===== src/rtl/mem_arb_defs.sv =====
// Shared encodings for the two-port memory arbiter: FSM states, grant owners, memory ops.
// Latency: n/a (types and constants only).
// Backpressure: n/a.
package mem_arb_defs;

    typedef enum logic [1:0] {
        ST_IDLE  = 2'd0,
        ST_ISSUE = 2'd1,
        ST_WAIT  = 2'd2,
        ST_DONE  = 2'd3
    } state_e;

    typedef enum logic [1:0] {
        GNT_NONE  = 2'b00,
        GNT_DATA  = 2'b01,
        GNT_INSTR = 2'b10
    } grant_e;

    typedef enum logic {
        OP_READ  = 1'b0,
        OP_WRITE = 1'b1
    } op_e;

endpackage


===== src/rtl/rr_pick2.sv =====
// Two-requester round-robin selector; pointer names who wins a tie (reset: data port).
// Latency: pick is combinational; pointer moves one cycle after the update strobe.
// Backpressure: none; the caller only strobes upd_i when a transaction retires.
module rr_pick2
    import mem_arb_defs::*;
(
    input  logic   clk_i,
    input  logic   rst_ni,
    input  logic   dreq_i,
    input  logic   ireq_i,
    input  logic   upd_i,
    input  grant_e owner_i,
    output grant_e pick_o
);

    // 0: data port wins a tie, 1: instruction port wins a tie
    logic ptr_q;

    // Pointer moves to the port that did not own the retiring transaction
    always_ff @(posedge clk_i or negedge rst_ni) begin
        if (!rst_ni) begin
            ptr_q <= 1'b0;
        end else if (upd_i) begin
            ptr_q <= (owner_i == GNT_DATA);
        end
    end

    // A lone request always wins; a tie goes to the port the pointer names
    always_comb begin
        pick_o = GNT_NONE;
        if (dreq_i && ireq_i) begin
            pick_o = ptr_q ? GNT_INSTR : GNT_DATA;
        end else if (dreq_i) begin
            pick_o = GNT_DATA;
        end else if (ireq_i) begin
            pick_o = GNT_INSTR;
        end
    end

endmodule


===== src/rtl/mem_arbiter.sv =====
// Shares one memory port between the data cache (rd/wr) and instruction cache (rd only).
// Latency: request in IDLE to busywait release is N+3 cycles (N = memory busy cycles).
// Backpressure: the losing or in-flight requester is stalled via its BUSYWAIT until its DONE.
module mem_arbiter
    import mem_arb_defs::*;
#(
    parameter int ADDR_W      = 6,
    parameter int DATA_W      = 32,
    parameter int ACK_TIMEOUT = 4
) (
    input  logic              CLK,
    input  logic              RESET,
    input  logic              D_READ,
    input  logic              D_WRITE,
    input  logic [ADDR_W-1:0] D_ADDRESS,
    input  logic [DATA_W-1:0] D_WRITEDATA,
    output logic [DATA_W-1:0] D_READDATA,
    output logic              D_BUSYWAIT,
    input  logic              I_READ,
    input  logic [ADDR_W-1:0] I_ADDRESS,
    output logic [DATA_W-1:0] I_READDATA,
    output logic              I_BUSYWAIT,
    output logic              MEM_READ,
    output logic              MEM_WRITE,
    output logic [ADDR_W-1:0] MEM_ADDRESS,
    output logic [DATA_W-1:0] MEM_WRITEDATA,
    input  logic [DATA_W-1:0] MEM_READDATA,
    input  logic              MEM_BUSYWAIT,
    output logic [1:0]        GRANT
);

    localparam int CNT_W = (ACK_TIMEOUT > 1) ? $clog2(ACK_TIMEOUT) : 1;
    localparam logic [CNT_W-1:0] CNT_LAST = CNT_W'(ACK_TIMEOUT - 1);

    state_e            state_q,  state_d;
    grant_e            grant_q,  grant_d;
    op_e               op_q,     op_d;
    logic              rd_q,     rd_d;
    logic              wr_q,     wr_d;
    logic [ADDR_W-1:0] addr_q,   addr_d;
    logic [DATA_W-1:0] wdata_q,  wdata_d;
    logic [DATA_W-1:0] drdata_q, drdata_d;
    logic [DATA_W-1:0] irdata_q, irdata_d;
    logic [CNT_W-1:0]  cnt_q,    cnt_d;

    logic   dreq;
    logic   ireq;
    logic   rr_upd;
    logic   complete;
    grant_e pick;

    // Simultaneous read+write from the data cache is treated as a write below
    assign dreq = D_READ | D_WRITE;
    assign ireq = I_READ;

    rr_pick2 u_rr (
        .clk_i   (CLK),
        .rst_ni  (RESET),
        .dreq_i  (dreq),
        .ireq_i  (ireq),
        .upd_i   (rr_upd),
        .owner_i (grant_q),
        .pick_o  (pick)
    );

    // State, latched command and per-port read data registers
    always_ff @(posedge CLK or negedge RESET) begin
        if (!RESET) begin
            state_q  <= ST_IDLE;
            grant_q  <= GNT_NONE;
            op_q     <= OP_READ;
            rd_q     <= 1'b0;
            wr_q     <= 1'b0;
            addr_q   <= '0;
            wdata_q  <= '0;
            drdata_q <= '0;
            irdata_q <= '0;
            cnt_q    <= '0;
        end else begin
            state_q  <= state_d;
            grant_q  <= grant_d;
            op_q     <= op_d;
            rd_q     <= rd_d;
            wr_q     <= wr_d;
            addr_q   <= addr_d;
            wdata_q  <= wdata_d;
            drdata_q <= drdata_d;
            irdata_q <= irdata_d;
            cnt_q    <= cnt_d;
        end
    end

    // Next-state: arbitrate in IDLE, hold the command until memory finishes, retire in DONE
    always_comb begin
        state_d  = state_q;
        grant_d  = grant_q;
        op_d     = op_q;
        rd_d     = rd_q;
        wr_d     = wr_q;
        addr_d   = addr_q;
        wdata_d  = wdata_q;
        drdata_d = drdata_q;
        irdata_d = irdata_q;
        cnt_d    = cnt_q;
        rr_upd   = 1'b0;
        complete = 1'b0;

        case (state_q)
            ST_IDLE: begin
                if (pick != GNT_NONE) begin
                    grant_d = pick;
                    cnt_d   = '0;
                    state_d = ST_ISSUE;
                    if (pick == GNT_DATA) begin
                        op_d    = D_WRITE ? OP_WRITE : OP_READ;
                        addr_d  = D_ADDRESS;
                        wdata_d = D_WRITEDATA;
                    end else begin
                        op_d    = OP_READ;
                        addr_d  = I_ADDRESS;
                    end
                    rd_d = (op_d == OP_READ);
                    wr_d = (op_d == OP_WRITE);
                end
            end
            ST_ISSUE: begin
                // Memory that never raises busywait is treated as zero-latency after the timeout
                if (MEM_BUSYWAIT) begin
                    state_d = ST_WAIT;
                end else if (cnt_q == CNT_LAST) begin
                    complete = 1'b1;
                end else begin
                    cnt_d = cnt_q + CNT_W'(1);
                end
            end
            ST_WAIT: begin
                if (!MEM_BUSYWAIT) begin
                    complete = 1'b1;
                end
            end
            ST_DONE: begin
                state_d = ST_IDLE;
                grant_d = GNT_NONE;
                rr_upd  = 1'b1;
            end
            default: ;
        endcase

        if (complete) begin
            if (op_q == OP_READ) begin
                if (grant_q == GNT_DATA) begin
                    drdata_d = MEM_READDATA;
                end else begin
                    irdata_d = MEM_READDATA;
                end
            end
            rd_d    = 1'b0;
            wr_d    = 1'b0;
            state_d = ST_DONE;
        end
    end

    assign D_BUSYWAIT    = dreq & ~((state_q == ST_DONE) && (grant_q == GNT_DATA));
    assign I_BUSYWAIT    = ireq & ~((state_q == ST_DONE) && (grant_q == GNT_INSTR));
    assign D_READDATA    = drdata_q;
    assign I_READDATA    = irdata_q;
    assign MEM_READ      = rd_q;
    assign MEM_WRITE     = wr_q;
    assign MEM_ADDRESS   = addr_q;
    assign MEM_WRITEDATA = wdata_q;
    assign GRANT         = grant_q;

endmodule


===== config.mk =====
export PLATFORM = sky130hd
export DESIGN_NAME = mem_arbiter
export DESIGN_NICKNAME = d
export VERILOG_FILES = /design/src/rtl/mem_arb_defs.sv /design/src/rtl/rr_pick2.sv /design/src/rtl/mem_arbiter.sv
export SDC_FILE = /design/constraint.sdc
export NUM_CORES = 1
export LEC_CHECK = 0
export BUFFER_PORTS_ARGS = -buffer_cell sky130_fd_sc_hd__buf_2
export CAP_MARGIN = 20
export CORE_MARGIN = 2
export CORE_UTILIZATION = 52
export DETAILED_ROUTE_END_ITERATION = 7
export PLACE_DENSITY = 0.85
export SYNTH_ARGS = -nofsm -noshare
export SYNTH_HDL_FRONTEND = slang
export SYNTH_HIERARCHICAL = 1
export SYNTH_SLANG_ARGS = --single-unit

===== constraint.sdc =====
create_clock -name CLK -period 3.4 [get_ports CLK]
set_input_delay 0.34 -clock CLK [delete_from_list [all_inputs] [get_ports CLK]]
set_output_delay 0.34 -clock CLK [all_outputs]
set_load 0.02 [all_outputs]

==> flow_summary.yaml <==
sta:
  finalMaxSlewViolations: 0
  tightest_slew_ps: 714
  finalSetupTns_ps: 0
  timing.hold.ws_ps: 191
  period_needed_ps: 2380
  slew_headroom_pct: 52.4
  fmax_mhz: 420
  fin_crit_sh_pct: 70.0
  rsz0062_at_grt: "false"
  final_hold_viol_count: 0
  setup_viol_count_final: 0
  fin_skew_ps: 14.0
drt:
  wl_met1_um: 4320
  wl_met3_um: 701
  vias: 3187
  wirelength_um: 10400
  ant_nets: 0
  dr_wl_met2_um: 5230
  vias_per_cell: 5.20
  drcViolationCount: 0
  dr.pass1.iters: 4
  drtIter0Drc: 99
  top_layer: "met4"
  wl_per_cell_um: 16.9
logic_synthesis:
  synth_top_family_by_area: "multiplexers"
  synth-compound-area-share_pct: 5.07
  async_reset_ff_share_pct: 100
  yosys.area.top_type: "dfrtp_1"
  syn-num-nets: 394
  synth_cell_type_count: 39
  synth_xor_area_share_pct: 0
  yosysMostFrequentCell: "dfrtp_1"
  yosysTopAreaCellShare_pct: 59.5
  ys.flop_type: "dfrtp_1"
  synth_seq_cells: 112
  yosys_warnings: 6
  yosys.area_share.simple_pct: 5.05
  muxShareOfSynthArea_pct: 26.0
  syn_inst: 307
  seq_area_frac_synth_pct: 59.5
  synth_fa_ha_area_share_pct: 1.33
  syn_area_sq_mm: 0.00471
  synthTopCellsByCount: "dfrtp_1 (112), mux2_2 (57), mux2_4 (30), mux2_1 (10), o21ai_0 (10)"
  synth.area.top_cells: "dfrtp_1 (59%), mux2_2 (14%), mux2_4 (9.6%)"
  synth.avg_cell_area_sq_um: 15.3
  synth_edf_count: 0
power_and_ir_drop:
  ir_worst_vdd_uv: 460
  combPwrFrac_pct: 48.4
  clockPowerShare_pct: 12.2
  swShare_pct: 41.1
  p_switching_uw: 2480
  powerDensity_mw_per_mm2: 1020
  internal-power_uw: 3560
  p_leak_uw: 0.00305
  pwr-share-seq_pct: 39.4
final_layout:
  layoutNonFillerInstCount: 613
  fillCellCount: 672
  syn2layout_area_growth_pct: 26.1
  drive_above_1_share_pct: 60.6
  finish.instance_area_sq_mm: 0.00594
  n_antenna_cell: 0
  final_nets: 587
  final_core_util_pct: 67.8
clock_network:
  cts.path.max_buffers: 2
  htreeDepth: 3
  cts.repair.resized: 0
  cts_inserted_buffers: 9
  cts_sinks: 112
  cts_tree: "built"
  holdBufCountCts: 0
  postCtsSetupBuffers: 0
  clk_pin_slew_ps: 110
  clk_latency_ps: 370
  root_buffer: "clkbuf_8"
floorplanning:
  dieWidth_um: 99.2
  die-area_sq_mm: 0.00984
  die_h_um: 99.2
  core_area_sq_mm: 0.00876
  core.rowCount: 34
  start_util_pct: 53.8
  io_pins: 190
critical_path:
  cp_slowest_cell: "buf_4"
  cp_cell_sequence: "inv_1, ha_1, a21oi_4, nor4b_4, buf_4, mux2_2"
  start_kind: "flip-flop"
  endpoint_kind: "flip-flop"
  crit_type: "reg2reg"
  worstPathArrival_ps: 2640
  cpPeakStageDelay_ps: 540
  cp_max_fo: 32
  required_ps: 3660
status:
  run_status: "finished clean"
grt:
  grt_max_degree: 89
  grt_pass1_wl_um: 16500
  grt_pass1_vias: 3331
  grt.overflow.total: 0
  antenna_found_initial: 0
  gr-usage-all-layers_pct: 21.0
placed_design:
  hpwl_um: 7460
  placed_cell_area_sq_mm: 0.00572
  gp_congestion: 0.768
  dp_cells: 595
  io_buffers: 189
flow_run:
  cap_violations: 0
hold_path:
  hold_class: "in2reg"
kinds of logic after synthesis:
| logic type | Yosys count |
|---|---|
| buffers and inverters | 23 |
| adders and majority gates | 5 |
| muxes | 99 |
| AOI/OAI and AO/OA | 37 |
| DFF | 112 |
| and+or+nand+nor | 31 |
power by group through the flow:
stage               clock [uW]  combinational [uW]  sequential [uW]
finish                     740                2920             2380
global placement             0                2850             2360
detailed placement           0                2940             2400
CTS                        765                2940             2380
floorplan                    0                1190             3150
global route               810                3120             2470
registers in the layout (all words and copies together) (netlist names):
name           cells
MEM_WRITEDATA     32
op_q               1
I_READDATA        32
GRANT              2
state_q            2
MEM_READ           1
MEM_WRITE          1
cnt_q              2
u_rr/ptr_q         1
D_READDATA        32
MEM_ADDRESS        6
routing by layer:
layer	GRT usage [%]	up-vias
met1	25.9	1565
met2	36.8	139
li1	-	1469
met3	5.62	14
met4	5.27	0
met5	0	-
cells in the final DEF (no fill, tap or decap), types with 2 or more instances in the layout:
master,instances
clkbuf_8,9
nor2b_1,2
mux2_1,10
buf_2,188
nand3_1,3
a21boi_0,3
or2_2,2
a21oi_1,7
o21ai_0,10
inv_1,9
and2b_1,2
ha_1,5
mux2_4,30
inv_6,2
o22ai_1,6
nand2b_1,2
dfrtp_1,112
o21a_1,2
mux2i_1,2
nand3b_1,7
nand2_1,6
mux2_2,57
buf_4,6
worst max-delay path: cells and delay by family (launching register included):
family | cells | cell delay (ps)
adder cells (fa/ha/maj) | 1 | 380
AND/OR/NAND/NOR | 1 | 260
multiplexers | 1 | 400
AO/OA/AOI/OAI | 1 | 130
flip-flops | 1 | 440
buffers and inverters | 2 | 640
metrics by stage:
step | total power (uW) | setup slack (ps)
6_report | 6040 | 1020
5_1_grt | 6400 | 869
4_1_cts | 6080 | 998
3_5_place_dp | 5340 | 960
3_3_place_gp | 5210 | 1060
2_1_floorplan | 4340 | 1410
cell type report:
cell class | instances | area (sq um) | share of cell area, %
Tap cell | 108 | 135 | 2.27
Timing Repair Buffer | 196 | 1020 | 17.2
Clock buffer | 10 | 128 | 2.15
Inverter | 9 | 33.8 | 0.569
Clock inverter | 6 | 55.1 | 0.927
Sequential cell | 112 | 2800 | 47.2
Multi-Input combinational cell | 172 | 1760 | 29.7
path summary, 6_finish.rpt:
path / start / end / slack (ps) / cells after the start
max: state_q[1] / D_READDATA[6] / 1020 / 6
min: MEM_READDATA[27] / I_READDATA[27] / 190 / 2
max reg2reg: state_q[1] / D_READDATA[6] / 1020 / 6
min reg2reg: I_READDATA[27] / I_READDATA[27] / 490 / 1
max in group asynchronous: RESET / MEM_WRITEDATA[5] / 2250 / 3
min in group asynchronous: RESET / D_READDATA[19] / 450 / 2
Power figures use the tool's default switching activity.
